**config.mk**
```make
export PLATFORM = sky130hd
export DESIGN_NAME = car_dopp_sweep_ctrl
export DESIGN_NICKNAME = d
export VERILOG_FILES = /design/src/rtl/car_pkg.sv /design/src/rtl/car_dwell_cnt.sv /design/src/rtl/car_dopp_sweep_ctrl.sv
export SDC_FILE = /design/constraint.sdc
export NUM_CORES = 1
export LEC_CHECK = 0
export ABC_AREA = 1
export BUFFER_PORTS_ARGS = -buffer_cell sky130_fd_sc_hd__buf_2
export CORE_AREA = 2 2 134 136
export CTS_BUF_LIST = sky130_fd_sc_hd__clkbuf_4
export DETAILED_ROUTE_END_ITERATION = 10
export DIE_AREA = 0 0 136 138
export PLACE_DENSITY = 0.78
export SETUP_SLACK_MARGIN = 0.3
export SLEW_MARGIN = 20
export SYNTH_ARGS = -nofsm -noshare
export SYNTH_HDL_FRONTEND = slang
export SYNTH_SLANG_ARGS = --single-unit
```
**constraint.sdc**
```tcl
create_clock -name rx_clk -period 3 [get_ports rx_clk]
set_clock_uncertainty 0.1 [all_clocks]
set_input_delay 0.3 -clock rx_clk [delete_from_list [all_inputs] [get_ports rx_clk]]
set_output_delay 0.3 -clock rx_clk [all_outputs]
set_load 0.01 [all_outputs]
```
**src/rtl/car_pkg.sv**
```systemverilog
// rtl/car_pkg.sv - shared state encoding and default widths for the carrier Doppler sweep
package car_pkg;

  localparam int CAR_ACC_WIDTH   = 32;
  localparam int CAR_BIN_WIDTH   = 8;
  localparam int CAR_DWELL_WIDTH = 16;

  typedef enum logic [2:0] {
    CAR_IDLE     = 3'd0,
    CAR_SETTLE   = 3'd1,
    CAR_DWELL    = 3'd2,
    CAR_WAIT_DET = 3'd3,
    CAR_LOCK     = 3'd4
  } car_state_e;

endpackage

```
**src/rtl/car_dwell_cnt.sv**
```systemverilog
// rtl/car_dwell_cnt.sv - loadable dwell counter with terminal-count flag
module car_dwell_cnt #(
  parameter int WIDTH = 16
) (
  input  logic             clk_i,
  input  logic             rst_ni,
  input  logic             load_i,
  input  logic             en_i,
  input  logic [WIDTH-1:0] len_i,
  output logic             tc_o
);

  logic [WIDTH-1:0] cnt_q;

  // Count enabled clocks; a load restarts the dwell from zero.
  always_ff @(posedge clk_i or negedge rst_ni) begin
    if (!rst_ni) begin
      cnt_q <= '0;
    end else if (load_i) begin
      cnt_q <= '0;
    end else if (en_i) begin
      cnt_q <= cnt_q + WIDTH'(1);
    end
  end

  // len_i is at least 1, so the last counted clock is len_i-1.
  assign tc_o = (cnt_q == len_i - WIDTH'(1));

endmodule

```
**src/rtl/car_dopp_sweep_ctrl.sv**
```systemverilog
// rtl/car_dopp_sweep_ctrl.sv - carrier NCO Doppler-bin sweep sequencer (CAR_SWEEP_WRAP_EN: continuous sweep)
module car_dopp_sweep_ctrl
  import car_pkg::*;
#(
  parameter int ACC_WIDTH   = CAR_ACC_WIDTH,
  parameter int BIN_WIDTH   = CAR_BIN_WIDTH,
  parameter int DWELL_WIDTH = CAR_DWELL_WIDTH
) (
  input  logic                   rx_clk,
  input  logic                   rx_rst_n,
  input  logic                   rx_start,
  input  logic                   rx_abort,
  input  logic [ACC_WIDTH-1:0]   rx_fcw_start,
  input  logic [ACC_WIDTH-1:0]   rx_fcw_step,
  input  logic [BIN_WIDTH-1:0]   rx_num_bins,
  input  logic [DWELL_WIDTH-1:0] rx_dwell_len,
  input  logic                   rx_det_valid,
  input  logic                   rx_det_hit,
  output logic [ACC_WIDTH-1:0]   tx_car_fcw,
  output logic                   tx_car_rst,
  output logic                   tx_dump,
  output logic [BIN_WIDTH-1:0]   tx_bin_idx,
  output logic                   tx_busy,
  output logic                   tx_done,
  output logic                   tx_found,
  output logic [ACC_WIDTH-1:0]   tx_hit_fcw
);

  car_state_e             state_q, state_d;
  logic [ACC_WIDTH-1:0]   fcw_q, fcw_d;
  logic [ACC_WIDTH-1:0]   step_q, step_d;
  logic [BIN_WIDTH-1:0]   nbins_q, nbins_d;
  logic [DWELL_WIDTH-1:0] dwell_q, dwell_d;
  logic [BIN_WIDTH-1:0]   bin_q, bin_d;
  logic [ACC_WIDTH-1:0]   hit_fcw_q, hit_fcw_d;
  logic                   car_rst_q, car_rst_d;
  logic                   dump_q, dump_d;
  logic                   busy_q, busy_d;
  logic                   done_q, done_d;
  logic                   found_q, found_d;
  logic                   cnt_load, cnt_en, cnt_tc;
`ifdef CAR_SWEEP_WRAP_EN
  logic [ACC_WIDTH-1:0]   fcw_start_q, fcw_start_d;
`endif

  car_dwell_cnt #(
    .WIDTH (DWELL_WIDTH)
  ) u_dwell_cnt (
    .clk_i  (rx_clk),
    .rst_ni (rx_rst_n),
    .load_i (cnt_load),
    .en_i   (cnt_en),
    .len_i  (dwell_q),
    .tc_o   (cnt_tc)
  );

  // Next-state, datapath and registered-output decode.
  always_comb begin
    state_d   = state_q;
    fcw_d     = fcw_q;
    step_d    = step_q;
    nbins_d   = nbins_q;
    dwell_d   = dwell_q;
    bin_d     = bin_q;
    hit_fcw_d = hit_fcw_q;
    done_d    = 1'b0;
    cnt_load  = 1'b0;
    cnt_en    = 1'b0;
`ifdef CAR_SWEEP_WRAP_EN
    fcw_start_d = fcw_start_q;
`endif

    if (rx_abort) begin
      state_d = CAR_IDLE;
    end else begin
      case (state_q)
        CAR_IDLE, CAR_LOCK: begin
          if (rx_start) begin
            // Zero bin count / dwell are stored as 1 so the rest of the FSM never special-cases them.
            step_d  = rx_fcw_step;
            nbins_d = (rx_num_bins == '0) ? BIN_WIDTH'(1) : rx_num_bins;
            dwell_d = (rx_dwell_len == '0) ? DWELL_WIDTH'(1) : rx_dwell_len;
            fcw_d   = rx_fcw_start;
            bin_d   = '0;
`ifdef CAR_SWEEP_WRAP_EN
            fcw_start_d = rx_fcw_start;
`endif
            state_d = CAR_SETTLE;
          end
        end
        CAR_SETTLE: begin
          cnt_load = 1'b1;
          state_d  = CAR_DWELL;
        end
        CAR_DWELL: begin
          cnt_en = 1'b1;
          if (cnt_tc) begin
            state_d = CAR_WAIT_DET;
          end
        end
        CAR_WAIT_DET: begin
          if (rx_det_valid) begin
            if (rx_det_hit) begin
              hit_fcw_d = fcw_q;
              state_d   = CAR_LOCK;
            end else if (bin_q == nbins_q - BIN_WIDTH'(1)) begin
              done_d = 1'b1;
`ifdef CAR_SWEEP_WRAP_EN
              bin_d   = '0;
              fcw_d   = fcw_start_q;
              state_d = CAR_SETTLE;
`else
              state_d = CAR_IDLE;
`endif
            end else begin
              bin_d   = bin_q + BIN_WIDTH'(1);
              fcw_d   = fcw_q + step_q;
              state_d = CAR_SETTLE;
            end
          end
        end
        default: state_d = CAR_IDLE;
      endcase
    end

    // Outputs are decoded from the next state so they are registered yet aligned with the state.
    car_rst_d = (state_d == CAR_IDLE) || (state_d == CAR_SETTLE);
    busy_d    = (state_d == CAR_SETTLE) || (state_d == CAR_DWELL) || (state_d == CAR_WAIT_DET);
    found_d   = (state_d == CAR_LOCK);
    dump_d    = (state_q == CAR_DWELL) && (state_d == CAR_WAIT_DET);
  end

  // State and output registers.
  always_ff @(posedge rx_clk or negedge rx_rst_n) begin
    if (!rx_rst_n) begin
      state_q   <= CAR_IDLE;
      fcw_q     <= '0;
      step_q    <= '0;
      nbins_q   <= '0;
      dwell_q   <= '0;
      bin_q     <= '0;
      hit_fcw_q <= '0;
      car_rst_q <= 1'b1;
      dump_q    <= 1'b0;
      busy_q    <= 1'b0;
      done_q    <= 1'b0;
      found_q   <= 1'b0;
    end else begin
      state_q   <= state_d;
      fcw_q     <= fcw_d;
      step_q    <= step_d;
      nbins_q   <= nbins_d;
      dwell_q   <= dwell_d;
      bin_q     <= bin_d;
      hit_fcw_q <= hit_fcw_d;
      car_rst_q <= car_rst_d;
      dump_q    <= dump_d;
      busy_q    <= busy_d;
      done_q    <= done_d;
      found_q   <= found_d;
    end
  end

`ifdef CAR_SWEEP_WRAP_EN
  // Latched bin-0 FCW, reloaded at the start of every pass.
  always_ff @(posedge rx_clk or negedge rx_rst_n) begin
    if (!rx_rst_n) begin
      fcw_start_q <= '0;
    end else begin
      fcw_start_q <= fcw_start_d;
    end
  end
`endif

  assign tx_car_fcw = fcw_q;
  assign tx_car_rst = car_rst_q;
  assign tx_dump    = dump_q;
  assign tx_bin_idx = bin_q;
  assign tx_busy    = busy_q;
  assign tx_done    = done_q;
  assign tx_found   = found_q;
  assign tx_hit_fcw = hit_fcw_q;

endmodule

```
==> results of run 1 <==
## routing by layer
layer	routed length, um	GRT usage	share of wire	vias to the layer above
met2	12400	0.466	0.45	356
met3	1700	0.0473	0.062	62
li1	-	-	-	4734
met5	0	0	0	-
met1	12600	0.421	0.46	4472
met4	693	0.0987	0.025	0
## sequential cells by signal (all words and copies together), names as in the netlist
register and flops:
step_q 32, tx_car_fcw 32, tx_hit_fcw 32, dwell_q 16, u_dwell_cnt.cnt_q 16, nbins_q 8, tx_bin_idx 8, state_q 3
tx_busy 1, tx_car_rst 1, tx_done 1, tx_dump 1, tx_found 1
## cell usage after synthesis, types with 2 or more instances
cell type / instances / area share
dfrtp_1: 151 / 0.41
a21oi_1: 52 / 0.028
a21boi_0: 3 / 0.0024
o21a_1: 4 / 0.0032
nor4_1: 10 / 0.0067
or2_2: 6 / 0.0040
clkbuf_1: 19 / 0.0077
nand2_2: 2 / 0.0013
nor2_4: 2 / 0.0024
nand3_1: 74 / 0.040
buf_2: 10 / 0.0054
buf_6: 3 / 0.0036
a31oi_1: 6 / 0.0040
nand4_1: 19 / 0.013
mux2_2: 14 / 0.017
o21bai_1: 2 / 0.0016
nand2_1: 460 / 0.19
nor3_2: 3 / 0.0032
a21o_1: 3 / 0.0024
nor2_2: 7 / 0.0047
nor3_1: 16 / 0.0086
inv_2: 9 / 0.0036
nand3b_1: 6 / 0.0048
buf_1: 2 / 0.00081
xnor2_1: 8 / 0.0075
o21ai_1: 22 / 0.012
nor2_1: 134 / 0.054
inv_1: 115 / 0.046
ha_1: 35 / 0.047
xor2_1: 22 / 0.021
o21ai_0: 75 / 0.040
## repair_timing
item	in CTS	in global routing
hold buffers	95	0
endpoints found under the setup margin	0	12
hold endpoints to repair	154	0
resized for setup	0	3
## logic make-up (layout without fill, tap and decap cells)
| group | after synthesis | after routing | synth area share |
|---|---|---|---|
| xor gates and xnor gates | 30 | 30 | 0.0282 |
| other | 0 | 2 | 0 |
| DFF | 152 | 152 | 0.409 |
| buffers and inverters | 159 | 430 | 0.0679 |
| AOI/OAI and AO/OA | 171 | 171 | 0.0975 |
| and+or+nand+nor | 743 | 743 | 0.331 |
| muxes | 14 | 14 | 0.0169 |
| adders and majority gates | 36 | 36 | 0.0492 |
## power by group
group / internal [W] / switching (W) / total [W]
logic: 0.00110 / 0.00184 / 0.00294
registers: 0.00241 / 0.000354 / 0.00276
clock network: 0.000429 / 0.000838 / 0.00127
total: 0.00394 / 0.00303 / 0.00697
## per-stage QoR
step,util,instance area (um^2),worst slack (ps)
6_report,0.662,11600,511
3_3_place_gp,0.592,10400,615
2_1_floorplan,-,9310,849
3_5_place_dp,0.592,10400,573
4_1_cts,0.661,11600,521
5_1_grt,0.662,11600,320
## path summary, 6_finish.rpt
kind | startpoint | end | slack [ps] | cells past startpoint
min in group asynchronous | rx_rst_n | step_q[9] | 120 | 2
worst max-delay path | tx_car_fcw[0] | tx_car_fcw[26] | 510 | 14
max in group asynchronous | rx_rst_n | tx_bin_idx[2] | 1940 | 3
worst max register to register | tx_car_fcw[0] | tx_car_fcw[26] | 510 | 14
worst min-delay path | rx_start | state_q[0] | 70 | 5
worst min register to register | step_q[13] | step_q[13] | 400 | 2
## final cells by class
type | count | area (um^2)
antenna | 2 | 5.00
clock buffer | 17 | 128
clock inverter | 15 | 139
fill | 1532 | 5930
inverter | 125 | 472
multi-input combinational | 994 | 4880
sequential | 152 | 3800
tap | 229 | 287
timing repair buffer | 273 | 1880
## critical path: cells and delay by family (launching register included)
kind	cells	cell delay, ps
and+or+nand+nor	10	1100
adders and majority gates	2	570
DFF	1	400
AOI/OAI and AO/OA	1	150
buffers and inverters	1	50
==> flow_metrics.py, run 1 <==
metrics = {
    "routing": {
        "routedWlPerCell_um": 15.1,
        "ant_nets": 0,
        "dr.pass1.iters": 6,
        "routed_via_density": 5.33,
        "drc": 0,
        "drtIter0Drc": 790,
        "via_count": 9624,
        "wl_um": 27400,
    },
    "global_routing": {
        "grt-ovfl-total": 0,
        "grt_pass1_vias": 9255,
        "grt_antenna_before_repair": 2,
        "grt_util_all_layers": 0.297,
        "grt_max_degree": 68,
        "grt_pass1_wl_um": 45100,
    },
    "power": {
        "power_w": 0.00697,
        "vdd_drop_max_mv": 0.318,
        "power-per-cell-area_nw_per_um2": 601,
        "p_leak_nw": 6.10,
    },
    "yosys": {
        "ys.flop_type": "dfrtp_1",
        "yosys_warnings": 0,
        "postSynthAreaPerCell_um2": 7.13,
        "synth_edf_count": 0,
        "synth_cell_type_count": 42,
        "synth-async-reset-ratio": 1.00,
        "netlist_area_um2": 9310,
        "ys_seq_area_frac": 0.409,
        "ys_seq_elements": 152,
        "syn_inst": 1305,
        "syn_nets": 1435,
    },
    "final_layout": {
        "final_cell_mix": "nand2_1, buf_2, dfrtp_1",
        "final_common_cell": "nand2_1",
        "drive_above_1_share": 0.163,
        "area_growth_pct": 24.7,
        "nets": 1693,
        "final_cells": 1807,
    },
    "die": {
        "die_area_um2": 18800,
        "rows": 49,
        "die_h_um": 138,
        "initial_core_util": 0.531,
        "die_width_um": 136,
        "coreArea_um2": 17500,
        "ios": 171,
    },
    "critical_path": {
        "arrival_ps": 2880,
        "end_kind": "flop",
        "max_stage_delay_ps": 400,
        "critPathSlowestCell": "dfrtp_1",
        "cp_common_cell": "nand2_1",
        "start_kind": "flop",
        "required_ps": 3400,
        "crit_chain": "ha_1 > inv_1 > fa_1 > nand3b_1 > nand2_1 > nand2_1 > nand2_1 > nand2_1 > nand2_1 > nand2_1 > nand3b_1 > nor2_1 > o21ai_0 > nand2_1",
        "crit_type": "reg2reg",
        "critPathMaxFanout": 5,
    },
    "timing": {
        "fmax_ghz": 0.402,
        "setup_viol": 0,
        "rsz0062_at_grt": "no",
        "finalMaxSlewViolations": 0,
        "whs_ps": 65.2,
        "fin_crit_sh": 0.830,
        "min_period_ps": 2490,
        "fin_setup_tns_ps": 0,
        "relSlewSlack": 0.362,
        "worst_slew_pin_slew_ps": 955,
        "hold_viol": 0,
    },
    "flow_run": {
        "maxCapViolCount": 0,
    },
    "placement": {
        "dp_cells": 1678,
        "detailed_place_hpwl_um": 18800,
        "portBuffers": 170,
        "place.gp.congestion": 0.966,
    },
    "clock_tree": {
        "post-cts-setup-buffers": 0,
        "insertion_delay_ps": 610,
        "cts.sinks": 152,
        "clk_pin_slew_ps": 150,
        "cts_buffers": 17,
        "htreeDepth": 4,
        "cts_tree": "done",
        "root_buffer": "clkbuf_4",
        "cts_buffer_depth": 2,
    },
    "run_status": {
        "status": "finished, final reports clean",
    },
    "hold_path": {
        "hold_class": "in2reg",
    },
}
Note: power is estimated with default switching activity, not from simulation.
==> run 2, diff against run 1 <==
CORE_AREA = 2 2 136 138   (was 2 2 134 136)
DIE_AREA = 0 0 138 140   (was 0 0 136 138)
PLACE_DENSITY = 0.79   (was 0.78)
clock period = 2.11 ns   (was 3 ns; I/O delays follow)
==> run 2 against run 1 <==
- the run now ends with setup timing left
- flip-flop and latch count unchanged
- final cell count increased by 5.9%
- highest routed layer unchanged
- die area increased by 2.9%
- first-iteration DRC count increased by 41%
- critical path depth increased by 2
- global-route usage increased by 4.5 points
- utilization increased by 13 points
==> flow_metrics.py, run 2 (synthesis results as in run 1) <==
metrics = {
    "power": {
        "power_w": 0.0127,
        "power_frac_comb": 0.516,
        "p_leak_nw": 6.99,
        "power-per-cell-area_nw_per_um2": 905,
        "p_switching_w": 0.00538,
        "power.share.sequential": 0.317,
        "swShare": 0.424,
        "vdd_drop_max_mv": 0.886,
        "internal-power_w": 0.00730,
        "p_clk_frac": 0.167,
    },
    "critical_path": {
        "end_kind": "flop",
        "arrival_ps": 2710,
        "worstRegToRegCells": 16,
        "required_ps": 2530,
        "crit_type": "reg2reg",
        "r2r_start": "tx_car_fcw[0]",
        "reg2reg_to": "tx_car_fcw[18]",
        "r2r_slack_ps": -180,
        "start_kind": "flop",
        "critPathMaxFanout": 4,
    },
    "timing": {
        "worst_slew_pin_slew_ps": 553,
        "setup_viol": 26,
        "fin_crit_sh": 1.08,
        "hold_viol": 0,
        "setup_slack_ps": -179,
        "fmax_ghz": 0.437,
        "relSlewSlack": 0.632,
        "min_period_ps": 2290,
        "rsz0062_at_grt": "yes",
        "finalMaxSlewViolations": 0,
    },
    "routing": {
        "ant_nets": 0,
        "drc": 0,
        "dr.pass1.iters": 7,
        "routed_via_density": 5.70,
        "drtIter0Drc": 1111,
        "via_count": 10900,
        "routedWlPerCell_um": 18.3,
        "wl_um": 34900,
    },
    "die": {
        "die_h_um": 140,
        "rows": 49,
        "die_area_um2": 19300,
        "die_width_um": 138,
        "ios": 171,
        "initial_core_util": 0.524,
        "coreArea_um2": 17800,
    },
    "run_status": {
        "violations": "setup timing",
        "status": "finished, violations left",
    },
    "final_layout": {
        "fill_cells": 1119,
        "drive_above_1_share": 0.355,
        "area_growth_pct": 50.5,
        "final_cells": 1913,
        "nets": 1800,
        "final_cell_mix": "nand2_1, buf_2, dfrtp_1",
        "final_common_cell": "nand2_1",
    },
    "placement": {
        "dp_cells": 1716,
        "place.gp.congestion": 0.996,
        "detailed_place_hpwl_um": 20100,
        "portBuffers": 170,
    },
    "global_routing": {
        "grt_max_degree": 56,
        "grt_util_all_layers": 0.342,
        "grt_pass1_wl_um": 53400,
        "grt_antenna_before_repair": 1,
        "grt_pass1_vias": 10700,
        "grt-ovfl-total": 0,
    },
    "flow_run": {
        "maxCapViolCount": 0,
    },
    "hold_path": {
        "hold_class": "in2async",
    },
    "clock_tree": {
        "htreeDepth": 4,
        "clk_pin_slew_ps": 150,
        "cts_buffers": 17,
        "root_buffer": "clkbuf_4",
        "insertion_delay_ps": 610,
        "cts_buffer_depth": 2,
        "cts_tree": "done",
        "cts.sinks": 152,
    },
}
-- run 2: worst max path at each step --
stage,endpoint,cells past startpoint,startpoint
final,tx_car_fcw[18],16,tx_car_fcw[0]
after CTS,tx_car_fcw[30],14,step_q[0]
after global routing,tx_car_fcw[18],16,tx_car_fcw[0]
after global placement,tx_car_fcw[27],12,tx_car_fcw[24]
after detailed placement,tx_car_fcw[18],16,step_q[0]
after floorplan,tx_car_fcw[28],14,tx_car_fcw[0]
-- run 2: final cells by class --
type                            instances  area (um^2)  share of cell area
Clock buffer                           19          143              0.0102
Timing Repair inverter                  1         16.3             0.00116
Sequential cell                       152         3830               0.274
Antenna cell                            1         2.50            0.000179
Clock inverter                         13          180              0.0129
Multi-Input combinational cell        994         6020               0.430
Inverter                              125          487              0.0348
Timing Repair Buffer                  379         3040               0.217
Tap cell                              229          287              0.0205
-- run 2: power by group through the flow --
stage | Sequential (W) | Clock (W) | Combinational (W)
6_report | 0.00402 | 0.00212 | 0.00654
5_1_grt | 0.00407 | 0.00223 | 0.00700
4_1_cts | 0.00396 | 0.00209 | 0.00573
3_5_place_dp | 0.00402 | 0 | 0.00465
3_3_place_gp | 0.00400 | 0 | 0.00455
2_1_floorplan | 0.00406 | 0 | 0.00305
-- run 2: worst max-delay path: stages, from the launching register on --
cell and delay [ps]:
dfrtp_1 380, ha_2 190, inv_2 40, fa_2 330
nand3b_1 180, nand2_2 150, nand2_2 90, nand2_4 100
nand2_2 70, nand2_4 90, nand2_2 80, nand2_1 70
nand2_1 80, nand3_2 80, nand2_2 60, nand2_4 60
o21ai_1 50
-- run 2: per-layer routing --
| layer | GRT usage | up-vias | part of all wire |
|---|---|---|---|
| li1 | - | 4937 | - |
| met1 | 0.408 | 5119 | 0.38 |
| met2 | 0.584 | 636 | 0.48 |
| met3 | 0.0725 | 220 | 0.073 |
| met4 | 0.184 | 0 | 0.069 |
| met5 | 0 | - | 0 |
-- run 2: repair_timing --
item	in CTS	in global routing
buffers inserted	42	18
gates resized for setup	139	119
gates cloned	10	1
hold buffers	93	0
hold endpoints to repair	247	0
pin swaps	52	59
endpoints found under the setup margin	79	72
-- run 2: per-stage QoR --
step           area, um^2  worst slack [ps]  setup TNS (ps)  hold WS, ps   util
2_1_floorplan        9700              63.8               0         -185      -
3_3_place_gp        11100             -23.2           -28.1          113  0.625
3_5_place_dp        11100             -70.6            -199          117  0.625
4_1_cts             13500             -58.8            -617         54.7  0.757
5_1_grt             14000              -252           -5800         53.7  0.788
6_report            14000              -179           -2270         37.5  0.788
